[src/rtl/key_tone_pkg.sv]
// -----------------------------------------------------------------------------
// key_tone_pkg
// Shared defaults and constants for the key-to-tone selector.
//   NUM_KEYS_DEF / STACK_DEPTH_DEF / TONE_W_DEF : default parameter values
//   MODE_LAST / MODE_LOW                        : values of the 'mode' input
//   TONE_SILENT                                 : tone code meaning no note
//   idx_w()                                     : width of an index into n items
// -----------------------------------------------------------------------------
package key_tone_pkg;

  localparam int NUM_KEYS_DEF    = 21;
  localparam int STACK_DEPTH_DEF = 8;
  localparam int TONE_W_DEF      = 5;

  localparam logic MODE_LAST = 1'b0;  // most recently pressed held key sounds
  localparam logic MODE_LOW  = 1'b1;  // lowest-index held key sounds

  localparam int TONE_SILENT = 0;

  // Width needed to hold an index 0..n-1; never narrower than one bit.
  function automatic int idx_w(input int n);
    return (n > 1) ? $clog2(n) : 1;
  endfunction

endpackage

[src/rtl/key_tone_selector_note_stack.sv]
// -----------------------------------------------------------------------------
// note_stack
// Held-note stack for the key-to-tone selector. Position 0 is the oldest entry,
// position occ-1 the newest. Each cycle it can compact one dead entry (the
// lowest-positioned one) and then push one key on top.
//   clk, rst   : clock, synchronous active-high reset
//   keys_q     : registered key bitmap, decides which entries are live
//   push_vld   : push push_key this cycle
//   push_key   : key index to push
//   top_vld    : a live entry exists
//   top_key    : key index of the topmost live entry
//   stack_cnt  : number of entries with the valid flag set
// -----------------------------------------------------------------------------
module note_stack
  import key_tone_pkg::*;
#(
  parameter int NUM_KEYS    = NUM_KEYS_DEF,
  parameter int STACK_DEPTH = STACK_DEPTH_DEF,
  parameter int KEY_W       = idx_w(NUM_KEYS_DEF),
  parameter int CNT_W       = $clog2(STACK_DEPTH_DEF + 1)
) (
  input  logic                clk,
  input  logic                rst,
  input  logic [NUM_KEYS-1:0] keys_q,
  input  logic                push_vld,
  input  logic [KEY_W-1:0]    push_key,
  output logic                top_vld,
  output logic [KEY_W-1:0]    top_key,
  output logic [CNT_W-1:0]    stack_cnt
);

  logic [STACK_DEPTH-1:0][KEY_W-1:0] ent_key;
  logic [STACK_DEPTH-1:0]            ent_vld;
  logic [CNT_W-1:0]                  occ;       // occupied slots, live or dead

  logic [STACK_DEPTH-1:0]            live;
  logic [STACK_DEPTH-1:0]            dead;
  logic                              cmp_vld;
  logic [CNT_W-1:0]                  cmp_pos;

  // Stage 1: after compaction. Stage 2: after invalidation and push.
  logic [STACK_DEPTH-1:0][KEY_W-1:0] key_c, key_n;
  logic [STACK_DEPTH-1:0]            vld_c, vld_i, vld_n;
  logic [CNT_W-1:0]                  occ_c, occ_n;

  // An entry is live only while its key is still held; anything occupied but
  // not live is dead and waits for compaction.
  always_comb begin
    // NOTE: every variable gets a default before any conditional assignment so
    // no path leaves it unassigned, which would otherwise infer a latch.
    live = '0;
    dead = '0;
    for (int p = 0; p < STACK_DEPTH; p++) begin
      live[p] = ent_vld[p] & keys_q[ent_key[p]];
      dead[p] = (CNT_W'(p) < occ) & ~live[p];
    end
  end

  // Lowest dead position; scanning downward leaves the lowest one selected.
  always_comb begin
    cmp_vld = 1'b0;
    cmp_pos = '0;
    for (int p = STACK_DEPTH - 1; p >= 0; p--) begin
      if (dead[p]) begin
        cmp_vld = 1'b1;
        cmp_pos = CNT_W'(p);
      end
    end
  end

  // Compaction first: entries above the dead slot slide down one place.
  always_comb begin
    key_c = ent_key;
    vld_c = ent_vld;
    occ_c = occ;
    if (cmp_vld) begin
      for (int p = 0; p < STACK_DEPTH - 1; p++) begin
        if (CNT_W'(p) >= cmp_pos) begin
          key_c[p] = ent_key[p + 1];
          vld_c[p] = ent_vld[p + 1];
        end
      end
      key_c[STACK_DEPTH-1] = '0;
      vld_c[STACK_DEPTH-1] = 1'b0;
      occ_c = occ - CNT_W'(1);
    end
  end

  // Then the push: drop any older copy of the key, evict the oldest entry if
  // compaction did not free a slot, and place the key on top.
  always_comb begin
    vld_i = vld_c;
    key_n = key_c;
    occ_n = occ_c;
    if (push_vld) begin
      for (int p = 0; p < STACK_DEPTH; p++) begin
        if (key_c[p] == push_key) vld_i[p] = 1'b0;
      end
    end
    vld_n = vld_i;
    if (push_vld) begin
      if (occ_c == CNT_W'(STACK_DEPTH)) begin
        for (int p = 0; p < STACK_DEPTH - 1; p++) begin
          key_n[p] = key_c[p + 1];
          vld_n[p] = vld_i[p + 1];
        end
        key_n[STACK_DEPTH-1] = push_key;
        vld_n[STACK_DEPTH-1] = 1'b1;
      end else begin
        for (int p = 0; p < STACK_DEPTH; p++) begin
          if (CNT_W'(p) == occ_c) begin
            key_n[p] = push_key;
            vld_n[p] = 1'b1;
          end
        end
        occ_n = occ_c + CNT_W'(1);
      end
    end
  end

  // Topmost live entry; scanning upward leaves the highest one selected.
  always_comb begin
    top_vld = 1'b0;
    top_key = '0;
    for (int p = 0; p < STACK_DEPTH; p++) begin
      if (live[p]) begin
        top_vld = 1'b1;
        top_key = ent_key[p];
      end
    end
  end

  always_comb begin
    stack_cnt = '0;
    for (int p = 0; p < STACK_DEPTH; p++) begin
      stack_cnt = stack_cnt + CNT_W'(ent_vld[p]);
    end
  end

  always_ff @(posedge clk) begin
    // NOTE: state registers use non-blocking assignments so every register
    // samples the pre-edge values, independent of statement order.
    if (rst) begin
      // NOTE: the entry array is reset because the stack bookkeeping compares
      // keys of every slot; stale contents would leak into invalidation.
      ent_key <= '0;
      ent_vld <= '0;
      occ     <= '0;
    end else begin
      ent_key <= key_n;
      ent_vld <= vld_n;
      occ     <= occ_n;
    end
  end

endmodule

[src/rtl/key_tone_selector.sv]
// -----------------------------------------------------------------------------
// key_tone_selector
// Picks the tone to sound from a keyboard bitmap, either the most recently
// pressed held key or the lowest-index held key. All outputs are registered;
// a key change reaches 'tone' two rising edges later.
//   clk        : clock
//   rst        : synchronous active-high reset
//   keys       : held-key bitmap, key i maps to tone i+1
//   mode       : MODE_LAST (0) or MODE_LOW (1)
//   tone       : 0 = silence, k = key k-1 sounding
//   note_on    : one-cycle pulse when tone becomes or changes to a non-zero value
//   note_off   : one-cycle pulse when tone drops to 0
//   stack_cnt  : valid entries in the held-note stack
// -----------------------------------------------------------------------------
module key_tone_selector
  import key_tone_pkg::*;
#(
  parameter int NUM_KEYS    = NUM_KEYS_DEF,
  parameter int STACK_DEPTH = STACK_DEPTH_DEF,
  parameter int TONE_W      = TONE_W_DEF
) (
  input  logic                               clk,
  input  logic                               rst,
  input  logic [NUM_KEYS-1:0]                keys,
  input  logic                               mode,
  output logic [TONE_W-1:0]                  tone,
  output logic                               note_on,
  output logic                               note_off,
  output logic [$clog2(STACK_DEPTH+1)-1:0]   stack_cnt
);

  localparam int KEY_W = idx_w(NUM_KEYS);
  localparam int CNT_W = $clog2(STACK_DEPTH + 1);

  if ((2 ** TONE_W) < (NUM_KEYS + 1)) begin : g_bad_tone_w
    $error("key_tone_selector: TONE_W too narrow for NUM_KEYS");
  end

  logic [NUM_KEYS-1:0] keys_q;
  logic [NUM_KEYS-1:0] pend;
  logic                mode_q;

  logic [NUM_KEYS-1:0] rise;
  logic [NUM_KEYS-1:0] cand;
  logic [NUM_KEYS-1:0] push_oh;
  logic [NUM_KEYS-1:0] pend_next;
  logic                push_vld;
  logic [KEY_W-1:0]    push_key;

  logic                top_vld;
  logic [KEY_W-1:0]    top_key;
  logic                low_vld;
  logic [KEY_W-1:0]    low_key;
  logic [TONE_W-1:0]   tone_next;

  // Presses that could not be pushed yet wait in 'pend' until their turn; a
  // release before then simply drops them.
  always_comb begin
    rise      = keys & ~keys_q;
    cand      = (pend | rise) & keys;
    push_oh   = cand & (~cand + NUM_KEYS'(1));  // isolate lowest set bit
    push_vld  = |cand;
    pend_next = cand & ~push_oh;
    push_key  = '0;
    for (int i = 0; i < NUM_KEYS; i++) begin
      if (push_oh[i]) push_key = KEY_W'(i);
    end
  end

  note_stack #(
    .NUM_KEYS    (NUM_KEYS),
    .STACK_DEPTH (STACK_DEPTH),
    .KEY_W       (KEY_W),
    .CNT_W       (CNT_W)
  ) u_note_stack (
    .clk       (clk),
    .rst       (rst),
    .keys_q    (keys_q),
    .push_vld  (push_vld),
    .push_key  (push_key),
    .top_vld   (top_vld),
    .top_key   (top_key),
    .stack_cnt (stack_cnt)
  );

  // Tone selection works only from registered state, so neither keys nor
  // mode has a combinational path to the outputs.
  always_comb begin
    low_vld = 1'b0;
    low_key = '0;
    for (int i = NUM_KEYS - 1; i >= 0; i--) begin
      if (keys_q[i]) begin
        low_vld = 1'b1;
        low_key = KEY_W'(i);
      end
    end

    tone_next = TONE_W'(TONE_SILENT);
    if (mode_q == MODE_LOW) begin
      if (low_vld) tone_next = TONE_W'(int'(low_key) + 1);
    end else begin
      if (top_vld) tone_next = TONE_W'(int'(top_key) + 1);
    end
  end

  always_ff @(posedge clk) begin
    if (rst) begin
      keys_q   <= '0;
      pend     <= '0;
      mode_q   <= MODE_LAST;
      tone     <= TONE_W'(TONE_SILENT);
      note_on  <= 1'b0;
      note_off <= 1'b0;
    end else begin
      keys_q   <= keys;
      pend     <= pend_next;
      mode_q   <= mode;
      tone     <= tone_next;
      note_on  <= (tone_next != TONE_W'(TONE_SILENT)) && (tone_next != tone);
      note_off <= (tone_next == TONE_W'(TONE_SILENT)) && (tone != TONE_W'(TONE_SILENT));
    end
  end

endmodule

[config.mk]
export PLATFORM = sky130hd
export DESIGN_NAME = key_tone_selector
export DESIGN_NICKNAME = d
export VERILOG_FILES = /design/src/rtl/key_tone_pkg.sv /design/src/rtl/key_tone_selector_note_stack.sv /design/src/rtl/key_tone_selector.sv
export SDC_FILE = /design/constraint.sdc
export NUM_CORES = 1
export LEC_CHECK = 0
export CORE_MARGIN = 10
export CORE_UTILIZATION = 39
export DETAILED_ROUTE_END_ITERATION = 12
export GPL_ROUTABILITY_DRIVEN = 0
export PLACE_DENSITY = 0.53
export SLEW_MARGIN = 20
export SYNTH_ARGS = -nofsm -noshare
export SYNTH_HDL_FRONTEND = slang
export SYNTH_SLANG_ARGS = --single-unit
[constraint.sdc]
create_clock -name clk -period 10.6 [get_ports clk]
set_clock_uncertainty 0.05 [all_clocks]
set_input_delay 2.12 -clock clk [delete_from_list [all_inputs] [get_ports clk]]
set_output_delay 2.12 -clock clk [all_outputs]
set_load 0.03 [all_outputs]
### Word level (Yosys, flattened, before mapping)

Index checks and enable logic that the tools add are counted.

| storage, ports and cells | value |
|---|---|
| register bits after elaboration | 102 |
| output and inout port bits | 11 |
| word-level logic and storage cells | 268 |

| operators by class | value |
|---|---|
| bitwise logic cells | 32 |
| add/sub/neg operators | 12 |
| reductions and logical operators | 7 |
| magnitude comparators | 23 |
| eq/ne operators | 17 |
| muxes and demuxes | 161 |

Operator list:

| kind | number |
|---|---|
| 5-bit 2-to-1 mux | 65 |
| 40-bit 2-to-1 mux | 3 |
| 21-bit bitwise AND | 4 |
| 1-bit 2-to-1 mux | 69 |
| 21-bit inverter | 3 |
| 5-bit by 6-bit less-than comparator with 1-bit output (second input constant) | 8 |
| 1-bit binary-select mux with 5-bit select | 8 |
| 5-bit equality test | 8 |
| 8-bit 2-to-1 mux | 4 |
| 4-bit by 1-bit adder with 4-bit output | 6 |
| 3-bit 2-to-1 mux | 8 |
| 21-bit by 1-bit adder with 21-bit output (second input constant) | 1 |
| 21-bit OR | 1 |
| 21-bit OR reduction | 1 |
| 1-bit bitwise AND | 16 |
| 3-bit by 4-bit equality test with 1-bit output (first input constant) | 4 |
| 3-bit by 4-bit less-than comparator with 1-bit output (first input constant) | 4 |
| 4-bit 2-to-1 mux | 3 |
| 5-bit by 1-bit adder with 5-bit output (second input constant) | 2 |
| 5-bit nonzero test | 2 |
| 3-bit greater-or-equal comparator (first input constant) | 3 |
| 2-bit by 4-bit equality test with 1-bit output (first input constant) | 2 |
| 1-bit by 4-bit less-than comparator with 1-bit output (first input constant) | 2 |
| 2-bit by 4-bit less-than comparator with 1-bit output (first input constant) | 2 |
| other kinds (13) | 23 |

### Logic depth before layout (Yosys ltp)

Gate-level depths: netlist of the first run.

| logic depth | value |
|---|---|
| depth after elaboration | 33 |
| mapped depth | 22 |
| depth with buffers taken out | 16 |

### Modules after synthesis

A second synthesis of the first run with hierarchy kept.

| unflattened totals | value |
|---|---|
| cell total of the unflattened synthesis | 1078 |
| area, all modules | 8999.9 sq um |

Modules (own cells, without submodules):

| module | area each (sq um) | seq. area each (sq um) | times used | cells an instance |
|---|---|---|---|---|
| note_stack | 6573.8 | 1041.0 | 1 | 795 |
| key_tone_selector | 2426.1 | 980.9 | 1 | 283 |

### Worst setup path after synthesis of the first run

OpenSTA, ideal clock, no wires.

| timing path | value |
|---|---|
| path kind | register -> output |
| start point | reg u_note_stack.ent_vld[1] |
| end point | out stack_cnt[2] |
| cell stages (with the launch flop) | 10 |
| path buffers | 0 |
| path slack | 5.711 ns |
| data arrival time | 2.719 ns |
| required time | 8.430 ns |
| cell sequence | dfxtp_1 -> ha_1 -> inv_1 -> fa_1 -> fa_1 -> inv_1 -> fa_1 -> inv_1 -> fa_1 -> xnor2_1 |

| on the way | value |
|---|---|
| cells in the longest elaborated chain, start to end | 7 |

RTL lines:

| what | line | text |
|---|---|---|
| start, declared | key_tone_selector_note_stack.sv:33 | `logic [STACK_DEPTH-1:0] ent_vld;` |
| start signal, assigned | key_tone_selector_note_stack.sv:151 | `ent_vld <= vld_n;` |
| 1-bit by 1-bit adder with 2-bit output | key_tone_selector_note_stack.sv:136 | `stack_cnt = stack_cnt + CNT_W'(ent_vld[p]);` |
| 4-bit by 1-bit adder with 4-bit output (6 in series) | key_tone_selector_note_stack.sv:136 |  |
| end, declared | key_tone_selector.sv:29 | `output logic [$clog2(STACK_DEPTH+1)-1:0] stack_cnt` |

No other way between the ends.

### Worst setup path after layout of the first run

| timing path | value |
|---|---|
| start point | reg u_note_stack.ent_vld[1] |
| end point | out stack_cnt[1] |

The elaborated chain is that of the path after synthesis.

==> results.yml, run 1 <==
logic_synthesis:
  synth-xor-area-share_pct: 5.05
  synth-edff-count: 0
  yosys_most_used_dff: "sky130_fd_sc_hd__dfxtp_1"
  muxShareOfSynthArea_pct: 18.2
  warnings_synthesis: 0
  synth_simple_gate_area_share_pct: 22.4
  synth-compound-area-share_pct: 21.7
  synthArstFlopShare_pct: 0
  synth-seq-cells: 101
  average_size_of_a_mapped_cell_um2: 8.25
  sequential_element_share_of_the_synthesized_area_pct: 22.9
  synth_top_family_by_area: "simple AND/OR/NAND/NOR gates"
  synth_cells: 1070
  synthesis.area_um2: 8830
  synthDistinctLibCells: 106
  mappedNetlistNets: 1111
  yosys.area_share.adder_pct: 2.75
layout:
  layout_commonest_cell: "sky130_fd_sc_hd__nor2_1"
  nNetsFinal: 1080
  mostFrequentLayoutCells: "sky130_fd_sc_hd__nor2_1 (108), sky130_fd_sc_hd__dfxtp_1 (101), sky130_fd_sc_hd__nand2_1 (96)"
  fin_area_um2: 9460
  n_antenna_cell: 0
  final_layout_size_suffix_gt1_share_pct: 10.4
  syn2layout_area_growth_pct: 7.19
route:
  detailroute.via_count: 8203
  detail_route.drc_violations: 0
  route.antenna.remaining_nets: 0
  total_wire_length_after_detailed_routing_um: 29400
  vias_per_cell: 6.20
  initialDrtViolationCount: 714
  detailed_route_wire_length_per_cell_um: 22.2
  drt-pass1-iter-count: 5
floorplanning:
  design.portCount: 35
  die_x_um: 170
  fp.dieH_um: 170
  initial_core_util_pct: 40.1
  rows: 54
  die_area_um2: 29100
  coreArea_um2: 22000
sta:
  rsz0062_at_grt: "no"
  setup_viol_count_final: 0
  worst-slew-pin-transition_ns: 1.04
  fin_worst_hold_slack_ns: 0.483
  final_period_minus_worst_setup_slack_ns: 5.90
  maxClockFrequency_mhz: 170
  drv_slew: 0
  fin_tns_setup_ns: 0
  period_share_pct: 55.6
  hold_violations: 0
  max-slew-margin-rel_pct: 29.8
clocking:
  htreeDepth: 3
  clock_tree.buffer_depth: 2
  tritoncts_num_sinks: 101
  postCtsSetupRepairBufs: 0
  clk_transition_reported_paths_ns: 0.08
  clock_latency_ns: 0.37
  resized_cells_post_cts: 0
  hold_buffers: 0
  clk_root_buffer_cell: "sky130_fd_sc_hd__clkbuf_16"
  tritoncts: "done"
  cts-buffers-inserted: 9
global_route:
  track_usage_pct: 20.0
  grt-ovfl-total: 0
  via_count_of_the_first_global_routing_pass: 7733
  grt_pass1_wl_um: 45900
  maximum_number_of_pins_on_one_net_before_global_route_repair: 72
  antenna_violations_before_repair: 0
placed_design:
  hpwlAfterDp_um: 21700
  postPlaceCellArea_um2: 9150
  portBuffers: 34
worst_setup_path:
  timing.critical_path.required_ns: 8.43
  crit_path_max_fanout: 5
  regToRegSetupSlack_ns: 5.12
  timing.rr.start: "keys_q[9]"
  crit-reg2reg-capture: "u_note_stack.ent_key[0]"
  reg2regPathDepth: 14
  timing.critical_path.to_type: "output pin"
  start_kind: "flop"
  worstPathArrival_ns: 3.73
  timing.setup.critical_path_class: "flop to output pin"
power:
  power_density_nw_per_um2: 170
  irDropWorstVdd_mv: 0.0898
  p_leak_uw: 0.00330
hold_path:
  whs_path_depth: 2
  min_from: "tone[4]"
  hold-path-endpoint: "note_off"
  min-delay-path-class: "flop to flop"
flow_run:
  drv.max_cap_violation_count: 0
outcome:
  status: "completed"
## sequential cells by signal, indices dropped and copies added, names as in the netlist
| name | count |
|---|---|
| u_note_stack.ent_vld | 8 |
| u_note_stack.occ | 4 |
| keys_q | 21 |
| mode_q | 1 |
| note_on | 1 |
| u_note_stack.ent_key | 40 |
| tone | 5 |
| pend | 20 |
| note_off | 1 |
## per-stage QoR
step | util [%] | setup WS, ns | cells | power [µW]
after floorplan | - | 5.71 | 1070 | 1070
after CTS | 43.0 | 4.67 | 1324 | 1600
after detailed placement | 41.5 | 4.50 | 1308 | 1250
after global routing | 43.0 | 4.52 | 1324 | 1690
final | 43.0 | 4.70 | 1324 | 1610
after global placement | 41.5 | 4.62 | 1308 | 1250
## cells in the mapped netlist, types with 8 or more instances
cell type / number / area (µm²)
sky130_fd_sc_hd__a211oi_1: 15 / 113
sky130_fd_sc_hd__a21oi_1: 50 / 250
sky130_fd_sc_hd__a221oi_1: 15 / 131
sky130_fd_sc_hd__a22oi_1: 20 / 150
sky130_fd_sc_hd__a31oi_1: 13 / 81.3
sky130_fd_sc_hd__and3_1: 10 / 62.6
sky130_fd_sc_hd__buf_2: 20 / 100
sky130_fd_sc_hd__clkbuf_1: 49 / 184
sky130_fd_sc_hd__dfxtp_1: 101 / 2020
sky130_fd_sc_hd__ha_1: 13 / 163
sky130_fd_sc_hd__inv_1: 43 / 161
sky130_fd_sc_hd__mux2_2: 18 / 203
sky130_fd_sc_hd__mux2i_1: 77 / 771
sky130_fd_sc_hd__mux4_2: 25 / 563
sky130_fd_sc_hd__nand2_1: 96 / 360
sky130_fd_sc_hd__nand2b_1: 27 / 169
sky130_fd_sc_hd__nand3_1: 17 / 85.1
sky130_fd_sc_hd__nand4_1: 11 / 68.8
sky130_fd_sc_hd__nor2_1: 108 / 405
sky130_fd_sc_hd__nor2b_1: 32 / 200
sky130_fd_sc_hd__nor3_1: 21 / 105
sky130_fd_sc_hd__nor4_1: 13 / 81.3
sky130_fd_sc_hd__o211ai_1: 8 / 60.1
sky130_fd_sc_hd__o21ai_0: 27 / 135
sky130_fd_sc_hd__o22ai_1: 17 / 106
sky130_fd_sc_hd__xnor2_1: 35 / 307
sky130_fd_sc_hd__xor2_1: 14 / 123
## worst max path at each step
stage	start	endpoint	slack (ns)	depth (start not counted)
finish	u_note_stack.ent_vld[1]	stack_cnt[1]	4.70	10
global placement	keys[0]	u_note_stack.ent_key[39]	4.62	12
floorplan	u_note_stack.ent_vld[1]	stack_cnt[2]	5.71	9
CTS	u_note_stack.ent_vld[1]	stack_cnt[1]	4.67	10
global route	keys[0]	u_note_stack.ent_key[39]	4.52	12
detailed placement	keys[0]	u_note_stack.ent_key[39]	4.50	12
## power by group
part           switching, µW  total [µW]  internal (µW)
clock network            183         351            169
logic                    445         751            305
registers               90.0         504            414
total                    718        1610            888
## critical path: stages, from the launching register on
cell and delay [ns]:
sky130_fd_sc_hd__dfxtp_1 0.47, sky130_fd_sc_hd__ha_1 0.28, sky130_fd_sc_hd__inv_1 0.06, sky130_fd_sc_hd__fa_1 0.44, sky130_fd_sc_hd__fa_1 0.49, sky130_fd_sc_hd__inv_1 0.05
sky130_fd_sc_hd__fa_1 0.37, sky130_fd_sc_hd__inv_1 0.08, sky130_fd_sc_hd__fa_1 0.40, sky130_fd_sc_hd__inv_1 0.06, sky130_fd_sc_hd__clkdlybuf4s50_1 0.66
## metal layers
layer | GRT usage, % | vias to the layer above | share of wire (%)
met5 | 0 | - | 0
met4 | 6.22 | 0 | 2.2
met3 | 2.87 | 34 | 5.8
met2 | 31.4 | 276 | 46
met1 | 27.5 | 4018 | 46
li1 | - | 3875 | -
## cells by family after synthesis
family                     Yosys count
muxes                              125
AOI/OAI and AO/OA                  259
adders and majority gates           17
DFF                                101
buffers and inverters              133
and+or+nand+nor                    385
xor gates and xnor gates            50
## final cells by class
type	instances	area, µm²
clock buffer	9	225
clock inverter	7	85.1
fill	2251	12600
inverter	47	176
multi-input combinational	836	6190
sequential	101	2020
tap	280	350
timing repair buffer	44	410
(Power assumes the default switching activity.)
==> inputs of run 2 (changes only) <==
PLACE_DENSITY = 0.55   (was 0.53)
clock period = 5.15 ns   (was 10.6 ns; I/O delays follow)
==> results.yml, run 2 (synthesis gave the netlist of run 1 again) <==
route:
  total_wire_length_after_detailed_routing_um: 30300
  vias_per_cell: 6.18
  route.antenna.remaining_nets: 0
  detailroute.via_count: 8418
  detail_route.drc_violations: 0
  initialDrtViolationCount: 860
  detailed_route_wire_length_per_cell_um: 22.2
  drt-pass1-iter-count: 7
worst_setup_path:
  timing.critical_path.to_type: "output pin"
  timing.critical_path.required_ns: 4.07
  worstPathArrival_ns: 3.79
  timing.rr.start: "u_note_stack.ent_key[35]"
  cp-startpoint: "u_note_stack.ent_vld[1]"
  start_kind: "flop"
  regToRegSetupSlack_ns: 0.41
  crit_path_max_fanout: 5
  timing.setup.critical_path_class: "flop to output pin"
sta:
  setup_viol_count_final: 0
  period_share_pct: 94.5
  max-slew-margin-rel_pct: 48.9
  drv_slew: 0
  final_period_minus_worst_setup_slack_ns: 4.87
  maxClockFrequency_mhz: 206
  worst-slew-pin-transition_ns: 0.755
  fin_tns_setup_ns: 0
  rsz0062_at_grt: "no"
  hold_violations: 0
clocking:
  tritoncts: "done"
  clk_transition_reported_paths_ns: 0.08
  clk_root_buffer_cell: "sky130_fd_sc_hd__clkbuf_16"
  cts-buffers-inserted: 9
  postCtsSetupRepairBufs: 0
  hold_buffers: 0
  clock_tree.buffer_depth: 2
  resized_cells_post_cts: 0
  clock_latency_ns: 0.36
  tritoncts_num_sinks: 101
  htreeDepth: 3
global_route:
  gr-usage-met3_pct: 4.16
  met1_usage_pct: 28.4
  antenna_violations_before_repair: 0
  track_usage_pct: 20.9
  via_count_of_the_first_global_routing_pass: 8185
  busiest_layer: "met2"
  grt_pass1_wl_um: 47900
  grt-ovfl-total: 0
  maximum_number_of_pins_on_one_net_before_global_route_repair: 51
  grt_util_met2_pct: 32.7
hold_path:
  min_from: "tone[4]"
  min-delay-path-class: "flop to flop"
layout:
  num-fill-cells: 2221
  final_layout_size_suffix_gt1_share_pct: 13.9
  largestRegisters: "u_note_stack.ent_key (40), keys_q (21), pend (20)"
  post_layout_nonfiller_instances: 1363
  layout_commonest_cell: "sky130_fd_sc_hd__nor2_1"
  nNetsFinal: 1119
  register_area_um2: 2030
  syn2layout_area_growth_pct: 10.4
  max_flop_register: "u_note_stack.ent_key"
  multi_input_combinational_cell_area_um2: 6190
  largest_reg_flops: 40
  mostFrequentLayoutCells: "sky130_fd_sc_hd__nor2_1 (108), sky130_fd_sc_hd__dfxtp_1 (97), sky130_fd_sc_hd__nand2_1 (96)"
  n_antenna_cell: 0
floorplanning:
  design.portCount: 35
  rows: 54
  coreArea_um2: 22000
  die_x_um: 170
  die_area_um2: 29100
  initial_core_util_pct: 40.1
  fp.dieH_um: 170
flow_run:
  drv.max_cap_violation_count: 0
placed_design:
  placed_cells: 1347
  hpwlAfterDp_um: 23000
  portBuffers: 34
power:
  total_power_uw: 3390
  power_density_nw_per_um2: 348
  irDropWorstVdd_mv: 0.158
  p_leak_uw: 0.00350
outcome:
  status: "completed"
-- run 2: metal layers --
metal / vias to the layer above / routed length, µm
met3: 38 / 2410
met5: - / 0
met1: 4072 / 13500
li1: 3952 / -
met4: 0 / 605
met2: 356 / 13800
-- run 2: final cells by class --
type | instances | share of cell area, %
repair buffers | 83 | 7.21
flip-flops and latches | 101 | 20.8
clock inverters | 6 | 0.732
inverters | 47 | 1.81
multi-input cells | 836 | 63.5
clock buffers | 10 | 2.35
well taps | 280 | 3.59
-- run 2: power breakdown --
part	internal (µW)	switching [µW]
clock network	383	339
registers	853	156
logic	686	973
-- run 2: metrics by stage --
stage          area [µm²]  worst slack [ns]  hold slack, ns  utilization [%]
2_1_floorplan        8830             0.862           0.497                -
3_3_place_gp         9440             0.392           0.481             42.9
3_5_place_dp         9440             0.300           0.483             42.9
4_1_cts              9740             0.267           0.490             44.2
5_1_grt              9750           0.00467           0.519             44.3
6_report             9750             0.284           0.493             44.3
-- run 2: critical path: stages (launching register included) --
cell and delay [ns]:
sky130_fd_sc_hd__dfxtp_1 0.48, sky130_fd_sc_hd__ha_1 0.28, sky130_fd_sc_hd__inv_1 0.07, sky130_fd_sc_hd__fa_1 0.43
sky130_fd_sc_hd__fa_1 0.49, sky130_fd_sc_hd__inv_1 0.05, sky130_fd_sc_hd__fa_1 0.40, sky130_fd_sc_hd__inv_1 0.09
sky130_fd_sc_hd__fa_1 0.40, sky130_fd_sc_hd__inv_1 0.06, sky130_fd_sc_hd__clkdlybuf4s50_1 0.66
-- run 2: final timing paths --
path                         endpoint  cells past startpoint
max                      stack_cnt[1]                     10
min                          note_off                      2
max reg2reg  u_note_stack.ent_key[10]                     16
min reg2reg                  note_off                      2
